==> config.mk <==
export PLATFORM = sky130hd
export DESIGN_NAME = fast_pulse_queue_flat
export DESIGN_NICKNAME = d
export VERILOG_FILES = /design/src/rtl/fast_pulse_queue_pkg.sv /design/src/rtl/fast_pulse_queue_if.sv /design/src/rtl/fast_pulse_queue_sat_cnt.sv /design/src/rtl/fast_pulse_queue.sv /design/src/flat_wrapper.sv
export SDC_FILE = /design/constraint.sdc
export NUM_CORES = 1
export LEC_CHECK = 0
export ABC_AREA = 1
export CAP_MARGIN = 20
export CORE_UTILIZATION = 40
export CTS_CLUSTER_DIAMETER = 60
export CTS_CLUSTER_SIZE = 40
export DETAILED_ROUTE_END_ITERATION = 8
export PLACE_DENSITY = 0.67
export SLEW_MARGIN = 15
export SYNTH_ARGS = -nofsm -noshare
export SYNTH_HDL_FRONTEND = slang
export SYNTH_HIERARCHICAL = 1
export SYNTH_SLANG_ARGS = --single-unit
==> constraint.sdc <==
create_clock -name clk_fast -period 2.6 [get_ports clk_fast]
set_input_delay 0.78 -clock clk_fast [delete_from_list [all_inputs] [get_ports clk_fast]]
set_output_delay 0.78 -clock clk_fast [all_outputs]
set_load 0.005 [all_outputs]
==> src/rtl/fast_pulse_queue_pkg.sv <==
// Shared types and constants for the fast-domain pulse queue.
package fast_pulse_queue_pkg;

    typedef enum logic [1:0] {
        READY   = 2'd0,
        WAIT_HI = 2'd1,
        WAIT_LO = 2'd2
    } fpq_state_e;

    localparam int DROP_CNT_W = 8;

    function automatic int tmo_w(input int hi_tmo);
        return $clog2(hi_tmo + 1);
    endfunction

endpackage

==> src/rtl/fast_pulse_queue_if.sv <==
// Event/handshake bundle between the event source, the queue and the synchronizer.
interface fast_pulse_queue_if #(
    parameter int CNT_W = 4
);
    import fast_pulse_queue_pkg::*;

    logic                  evt_in;
    logic                  flush;
    logic                  busy;
    logic                  ovf_clr;
    logic                  sync_pulse;
    logic [CNT_W-1:0]      pending;
    logic                  full;
    logic                  empty;
    logic                  ovf_sticky;
    logic [DROP_CNT_W-1:0] drop_cnt;

    modport master (
        output evt_in, flush, busy, ovf_clr,
        input  sync_pulse, pending, full, empty, ovf_sticky, drop_cnt
    );

    modport slave (
        input  evt_in, flush, busy, ovf_clr,
        output sync_pulse, pending, full, empty, ovf_sticky, drop_cnt
    );

endinterface

==> src/rtl/fast_pulse_queue_sat_cnt.sv <==
// Saturating up/down counter with synchronous clear; UP_ONLY ignores dec_i.
module sat_updown_cnt #(
    parameter int W       = 4,
    parameter bit UP_ONLY = 1'b0
) (
    input  logic         clk,
    input  logic         rst,
    input  logic         clr_i,
    input  logic         inc_i,
    input  logic         dec_i,
    output logic [W-1:0] cnt_o
);
    localparam logic [W-1:0] MAX_V = '1;

    logic [W-1:0] cnt_q, cnt_d;
    logic         dec;

    assign dec = dec_i && !UP_ONLY;

    // Simultaneous inc and dec cancel, so a full counter still absorbs an event while issuing.
    always_comb begin
        cnt_d = cnt_q;
        if (clr_i)
            cnt_d = '0;
        else if (inc_i && !dec && cnt_q != MAX_V)
            cnt_d = cnt_q + W'(1);
        else if (dec && !inc_i && cnt_q != '0)
            cnt_d = cnt_q - W'(1);
    end

    always_ff @(posedge clk) begin
        if (rst)
            cnt_q <= '0;
        else
            cnt_q <= cnt_d;
    end

    assign cnt_o = cnt_q;

endmodule

==> src/rtl/fast_pulse_queue.sv <==
// Pending-event queue pacing one pulse at a time into the fast-to-slow synchronizer.
// Build option: FAST_PULSE_QUEUE_DROP_CNT_EN adds the saturating dropped-event counter.
module fast_pulse_queue
    import fast_pulse_queue_pkg::*;
#(
    parameter int CNT_W  = 4,
    parameter int HI_TMO = 4
) (
    input logic              clk_fast,
    input logic              rst_fast,
    fast_pulse_queue_if.slave q
);
    localparam int              TW       = tmo_w(HI_TMO);
    localparam logic [TW-1:0]   TMO_LOAD = TW'(HI_TMO - 1);

    fpq_state_e       state_q;
    logic [TW-1:0]    tmr_q;
    logic             sync_pulse_q;
    logic             ovf_q, ovf_d;
    logic [CNT_W-1:0] pend;
    logic             full_w;
    logic             issue;
    logic             drop;

    assign full_w = (pend == {CNT_W{1'b1}});

    // A flushed cycle issues nothing: the event that would go out is part of what is discarded.
    assign issue = (state_q == READY) && (pend != '0) && !q.busy && !q.flush;
    assign drop  = q.evt_in && !q.flush && full_w && !issue;
    assign ovf_d = drop | (ovf_q & ~q.ovf_clr);

    sat_updown_cnt #(.W(CNT_W), .UP_ONLY(1'b0)) u_pend (
        .clk   (clk_fast),
        .rst   (rst_fast),
        .clr_i (q.flush),
        .inc_i (q.evt_in),
        .dec_i (issue),
        .cnt_o (pend)
    );

    always_ff @(posedge clk_fast) begin
        if (rst_fast) begin
            state_q      <= READY;
            tmr_q        <= '0;
            sync_pulse_q <= 1'b0;
            ovf_q        <= 1'b0;
        end else begin
            sync_pulse_q <= issue;
            ovf_q        <= ovf_d;
            case (state_q)
                READY: begin
                    if (issue) begin
                        state_q <= WAIT_HI;
                        tmr_q   <= TMO_LOAD;
                    end
                end
                WAIT_HI: begin
                    if (q.busy)
                        state_q <= WAIT_LO;
                    else if (tmr_q == '0)
                        state_q <= READY;
                    else
                        tmr_q <= tmr_q - TW'(1);
                end
                WAIT_LO: begin
                    if (!q.busy)
                        state_q <= READY;
                end
                default: state_q <= READY;
            endcase
        end
    end

    assign q.sync_pulse = sync_pulse_q;
    assign q.pending    = pend;
    assign q.full       = full_w;
    assign q.empty      = (pend == '0);
    assign q.ovf_sticky = ovf_q;

`ifdef FAST_PULSE_QUEUE_DROP_CNT_EN
    sat_updown_cnt #(.W(DROP_CNT_W), .UP_ONLY(1'b1)) u_drop (
        .clk   (clk_fast),
        .rst   (rst_fast),
        .clr_i (q.ovf_clr),
        .inc_i (drop),
        .dec_i (1'b0),
        .cnt_o (q.drop_cnt)
    );
`else
    assign q.drop_cnt = '0;
`endif

endmodule

==> src/flat_wrapper.sv <==
// flat-port wrapper written by rule: the top's interface ports become plain ports
module fast_pulse_queue_flat import fast_pulse_queue_pkg::*;
#(
    parameter int CNT_W  = 4,
    parameter int HI_TMO = 4
)
  (clk_fast, rst_fast, q_evt_in, q_flush, q_busy, q_ovf_clr, q_sync_pulse, q_pending, q_full, q_empty, q_ovf_sticky, q_drop_cnt);
  fast_pulse_queue_if #(.CNT_W(CNT_W)) q_i ();
  input logic clk_fast;
  input logic rst_fast;
  input wire logic [$bits(q_i.evt_in)-1:0] q_evt_in;
  input wire logic [$bits(q_i.flush)-1:0] q_flush;
  input wire logic [$bits(q_i.busy)-1:0] q_busy;
  input wire logic [$bits(q_i.ovf_clr)-1:0] q_ovf_clr;
  output wire logic [$bits(q_i.sync_pulse)-1:0] q_sync_pulse;
  output wire logic [$bits(q_i.pending)-1:0] q_pending;
  output wire logic [$bits(q_i.full)-1:0] q_full;
  output wire logic [$bits(q_i.empty)-1:0] q_empty;
  output wire logic [$bits(q_i.ovf_sticky)-1:0] q_ovf_sticky;
  output wire logic [$bits(q_i.drop_cnt)-1:0] q_drop_cnt;
  assign q_i.evt_in = q_evt_in;
  assign q_i.flush = q_flush;
  assign q_i.busy = q_busy;
  assign q_i.ovf_clr = q_ovf_clr;
  assign q_sync_pulse = q_i.sync_pulse;
  assign q_pending = q_i.pending;
  assign q_full = q_i.full;
  assign q_empty = q_i.empty;
  assign q_ovf_sticky = q_i.ovf_sticky;
  assign q_drop_cnt = q_i.drop_cnt;
  fast_pulse_queue #(.CNT_W(CNT_W), .HI_TMO(HI_TMO)) u_core (.clk_fast(clk_fast), .rst_fast(rst_fast), .q(q_i));
endmodule
* Word-level counts from Yosys, hierarchy flattened
Cells that the tools add are included.
** Word-level totals
- Input port bits :: 6
- Output and inout port bits :: 16
- Logic and storage cells :: 54
- Bits in registers :: 11
** Cells by class
- Mux-type cells :: 11
- Add/sub/neg operators :: 3
- Eq/ne operators :: 9
- Bitwise operators :: 3
- Reductions and logical operators :: 23
** Operators with widths (number)
- $logic_and 1x1->1 :: 10
- $mux 3 :: 3
- $mux 2 :: 4
- $mux 4 :: 2
- $ne 2x2->1 const B :: 3
- $pmux 2 s3 :: 1
- $pmux 3 s2 :: 1
- $add 4x1->4 const B :: 1
- $eq 4x4->1 const B :: 1
- $logic_not 1->1 :: 4
- $logic_not 4->1 :: 1
- $ne 4x4->1 const B :: 1
- $reduce_and 4->1 :: 1
- $reduce_bool 2->1 :: 2
- $reduce_bool 4->1 :: 1
- $sub 4x1->4 const B :: 1
- $logic_not 3->1 :: 1
- $ne 3x2->1 const B :: 1
- $reduce_and 3->1 :: 1
- $sub 3x1->3 const B :: 1
- $eq 2x1->1 const B :: 1
- $eq 2x2->1 const B :: 1
- $logic_not 2->1 :: 1
- $ne 2x1->1 const B :: 1
- 4 further kinds :: 4

* Depth between registers and ports, before layout
Gate-level depths: netlist of the first run.
- Depth after elaboration :: 8
- Gate-level depth with buffers :: 16
- Depth with buffers taken out :: 16

* Hierarchy
Netlist of the first run, hierarchy kept.
** Modules (own cells, without submodules)
- fast_pulse_queue :: times used 1, area each 442.9 sq um, cells each 68, sequential area each 140.1 sq um
- sat_updown_cnt :: times used 1, area each 331.6 sq um, cells each 48, sequential area each 80.1 sq um

* Worst setup path before layout of the first run
No wires, ideal clock.
- Path type :: in2reg
- Start :: input q_flush
- End :: register u_core.u_pend.cnt_q[3], in the netlist u_core/u_pend/cnt_o[3]
- Setup slack :: 235 ps
- Data arrival time :: 2252 ps
- Data required time :: 2487 ps
- Stages :: 15
- Buffers on the path :: 0
- Library setup time :: 113 ps
- Cell sequence :: inv_1 > nand2_1 > nor2_1 > nand2_2 > inv_1 > nor2_1 > o21ai_4 > ha_1 > or2_2 > nand2_1 > nand2_1 > nand3_2 > nand2_1 > nand2_1 > nor2_1
** On the way
- Cells in the longest elaborated chain, start to end :: 6
- Elaborated cells between the ends (all ways) :: 10
- Classes of those cells :: mux: 1; reduce/logical: 9
** Ends and longest elaborated chain
- from (decl) :: RTL line flat_wrapper.sv:12 : input wire logic [$bits(q_i.flush)-1:0] q_flush;
- $logic_not 1->1 (*) :: RTL line fast_pulse_queue.sv:28 : assign issue = (state_q == READY) && (pend != '0) && !q.busy && !q.flush;
- $logic_and 1x1->1 (*) :: RTL line fast_pulse_queue.sv:28
- net u_core.issue :: RTL line fast_pulse_queue.sv:22 : logic issue;
- $logic_not 1->1 :: RTL line fast_pulse_queue_sat_cnt.sv:25 : else if (inc_i && !dec && cnt_q != MAX_V)
- $logic_and 1x1->1 (2 in a row) :: RTL line fast_pulse_queue_sat_cnt.sv:25
- $mux 4 or $reduce_bool 2->1 (tied branches)
- to (signal assigned) :: RTL line fast_pulse_queue_sat_cnt.sv:35 : cnt_q <= cnt_d;
- to (decl) :: RTL line fast_pulse_queue_sat_cnt.sv:15 : logic [W-1:0] cnt_q, cnt_d;
Mark *: on every way through the listed nets, which the timed path passes. The rest lies on a longest branch.
A chain may end at the register's enable or synchronous reset.

* Worst setup path after layout of the first run
- Start :: register u_core.u_pend.cnt_q[0], in the netlist u_core/u_pend/cnt_o[0]
- End :: output q_full
** On the way
- Cells in the longest elaborated chain, start to end :: 1
** Ends and longest elaborated chain
- $eq 4x4->1 :: RTL line fast_pulse_queue.sv:25 : assign full_w = (pend == {CNT_W{1'b1}});
- to (decl) :: RTL line flat_wrapper.sv:17 : output wire logic [$bits(q_i.full)-1:0] q_full;
Every way passes these cells.

==> run metrics, run 1 <==
Total Die Area=between 2000 and 2500 um^2; flop-to-flop setup slack=approximately 600 ps; clk_skew=roughly 3.6 ps; Wirelength per Cell=about 8.3 um; antenna-violating nets left=0; DRC Markers=0; Final Power=0.4111 mW; Area contributors post-synth=dfxtp_1 (28%), nand2_1 (13%), nor2_1 (12%), inv_1 (8.2%), buf_4 (7.8%); Worst-Skew Late Latency=between 200 and 300 ps; Final min period=~2300 ps; Routed WL=~1400 um; post-route setup TNS=0 ps; critical-path cell with the highest stage delay=dfxtp_1; DR pass1 iterations=4; hold wc startpoint=u_core/q.ovf_sticky$_SDFF_PP0_; Initial Util=43.90%; Final Core Density=between 50% and 60%; top cell type's share of synthesized area=roughly 28%; final hold vios=0; Worst Path Arrival=approximately 1600 ps; Mapped Cells=116; clock tree sinks=11; clk buf depth=2; fin nets=about 150; Diodes inserted=0; top-count cell post-synth=nand2_1; Crit Path Max Fanout=10; pwr/cell area=roughly 400 nW/um^2; Synth Cell Area=between 700 and 800 um^2; WP data required=1820 ps; Via-to-Cell Ratio=roughly 4.3; first-pass GRT wire length=about 2100 um; IO Port Bufs=13; leakage=0.4888 nW; slowest stage delay, CP=roughly 550 ps; Mapped Avg Cell Area=6.677 um^2; top cells by count, synth=nand2_1 (27), nor2_1 (24), inv_1 (17); outcome=completed; distinct cell type count after synthesis=23; RSZ-0062 raised after global routing=false; total number of vias=between 700 and 800; HPWL after DPL=1120 um; clock transition at the registers of the reported paths=around 70 ps; filler cell count=176; Overflow after GRT=0; hold buffer count at cts=0; Root Driver=clkbuf_4; placement row count=15; Hold Crit Depth=2; worst hold path type=register to register; CP startpoint kind=register; IO Pins=22; Async SR Flop Fraction=0%; Critical Path Sink Type=output pin; Setup Crit Path Kind=register to output pin; crit share post-route=about nine tenths; Seq cells post-synth=11; Post-synth EDFFs=0; die width=about 46 um; Hold EP=u_core/q.ovf_sticky$_SDFF_PP0_; worst setup margin=254.2 ps; final setup fails=0; die height=around 46 um; Slew Limit Fails=0; maximum clock rate=between 400 and 500 MHz; crit-path cells=nand4_1 -> inv_1 -> clkdlybuf4s50_1; pre-CTS setup slack=-250.2 ps; share of layout cells above drive strength 1=19.15%; total track usage=between 10% and 20%; Multi-input gate area=470.5 um^2; Yosys top cell by area=dfxtp_1; Area Growth Syn to Fin=31.50%; # H-tree levels=1; initial antenna violation count=0; R2R Path Start=u_core/u_pend/cnt_o[0]$_SDFFE_PP0P_; CTS tree=built; Register-to-Register Path Depth=15; violation count after the first detailed-route iteration=13; hold_ws=around 460 ps; vias in the first global route=about 550; Core Box Area=between 1500 and 2000 um^2; peak supply drop=0.3715 mV; ys flop type=dfxtp_1; R2R Path End=u_core/u_pend/cnt_o[3]$_SDFFE_PP0P_; Yosys warnings=6; Reg area=220.2 um^2; total CTS buffers=3; gp weighted congestion=roughly 0.8; max cap viols=0; largest net degree at the start of global routing=11; sequential-to-total area share from yosys stat=between 20% and 30%
## worst max-delay path: cells and delay by family, from the launching register on
kind	cells	cell delay [ps]
buffers and inverters	2	570
flip-flops	1	550
AND/OR/NAND/NOR	1	190
## power by group
group	internal (mW)	total [mW]	switching, mW
registers	0.177	0.187	0.0101
clock network	0.0592	0.111	0.0516
logic	0.0578	0.114	0.0558
## state kept, by name, summed over array words and instances, names as in the netlist
name	flops
u_core/q.ovf_sticky	1
u_core/q.sync_pulse	1
u_core/state_q	2
u_core/tmr_q	3
u_core/u_pend/cnt_o	4
## metrics by stage
stage / instances / cell area, um^2
2_1_floorplan: 123 / 800.8
3_3_place_gp: 162 / 969.7
3_5_place_dp: 162 / 969.7
4_1_cts: 166 / 996.0
5_1_grt: 166 / 1018
6_report: 166 / 1018
## cell families after synthesis
family	synth area share, %
buf+inv	16.48
other cells	0.4842
compound gates	8.562
simple gates	35.87
xor+xnor	1.131
flops	28.43
fa+ha+maj	9.047
## repair_timing
action,in CTS,in global routing
resized for setup,0,6
endpoints found under the setup margin,0,2
setup buffers,0,0
## placed cells by master (no fill, tap or decap), types with 3 or more instances in the layout
cell type and instances:
dfxtp_1 11, clkbuf_4 3, a21oi_1 5, nor2_2 4, clkdlybuf4s50_1 11, nand2_1 27
inv_1 16, buf_4 9, conb_1 8, nor2_1 22, ha_1 3
## cell type report
cell class | instances | share of cell area [%]
Multi-Input combinational cell | 86 | 46.19
Sequential cell | 11 | 21.62
Tap cell | 25 | 3.071
Inverter | 18 | 6.634
Timing Repair Buffer | 22 | 19.90
Clock buffer | 4 | 2.580
## worst max-delay path by stage
stage	startpoint	to	slack (ps)	depth (start not counted)
2_1_floorplan	q_flush	u_core/u_pend/cnt_o[3]$_SDFFE_PP0P_	240	15
3_3_place_gp	q_busy	u_core/u_pend/cnt_o[3]$_SDFFE_PP0P_	-190	16
3_5_place_dp	q_flush	u_core/u_pend/cnt_o[3]$_SDFFE_PP0P_	-250	16
4_1_cts	q_flush	u_core/u_pend/cnt_o[3]$_SDFFE_PP0P_	20	16
5_1_grt	u_core/u_pend/cnt_o[0]$_SDFFE_PP0P_	q_full	140	3
6_report	u_core/u_pend/cnt_o[0]$_SDFFE_PP0P_	q_full	250	3
## routing by layer
layer	wire [um]	vias to the layer above	track usage, %
met5	0	-	0
met4	15	0	5.294
met3	57	2	7.143
met2	645	17	23.10
met1	653	309	16.43
li1	-	389	-
No activity file was read; power rests on OpenSTA's default activity.
==> run 2, diff against run 1 <==
--- a/config.mk
+++ b/config.mk
@@ -6,12 +6,13 @@
 export NUM_CORES = 1
 export LEC_CHECK = 0
 export ABC_AREA = 1
-export CAP_MARGIN = 20
+export CAP_MARGIN = 40
 export CORE_UTILIZATION = 40
 export CTS_CLUSTER_DIAMETER = 60
 export CTS_CLUSTER_SIZE = 40
 export DETAILED_ROUTE_END_ITERATION = 8
 export PLACE_DENSITY = 0.67
+export SKIP_CTS_REPAIR_TIMING = 1
 export SLEW_MARGIN = 15
 export SYNTH_ARGS = -nofsm -noshare
 export SYNTH_HDL_FRONTEND = slang
==> results of run 2 <==
Same layout as run 1: the final DEF is identical, and so are final timing and power.
==> run 3, diff against run 2 <==
--- a/config.mk
+++ b/config.mk
@@ -13,7 +13,7 @@
 export DETAILED_ROUTE_END_ITERATION = 8
 export PLACE_DENSITY = 0.67
 export SKIP_CTS_REPAIR_TIMING = 1
-export SLEW_MARGIN = 15
+export SLEW_MARGIN = 5
 export SYNTH_ARGS = -nofsm -noshare
 export SYNTH_HDL_FRONTEND = slang
 export SYNTH_HIERARCHICAL = 1
==> results of run 3 <==
Same layout as run 1: the final DEF is identical, and so are final timing and power.
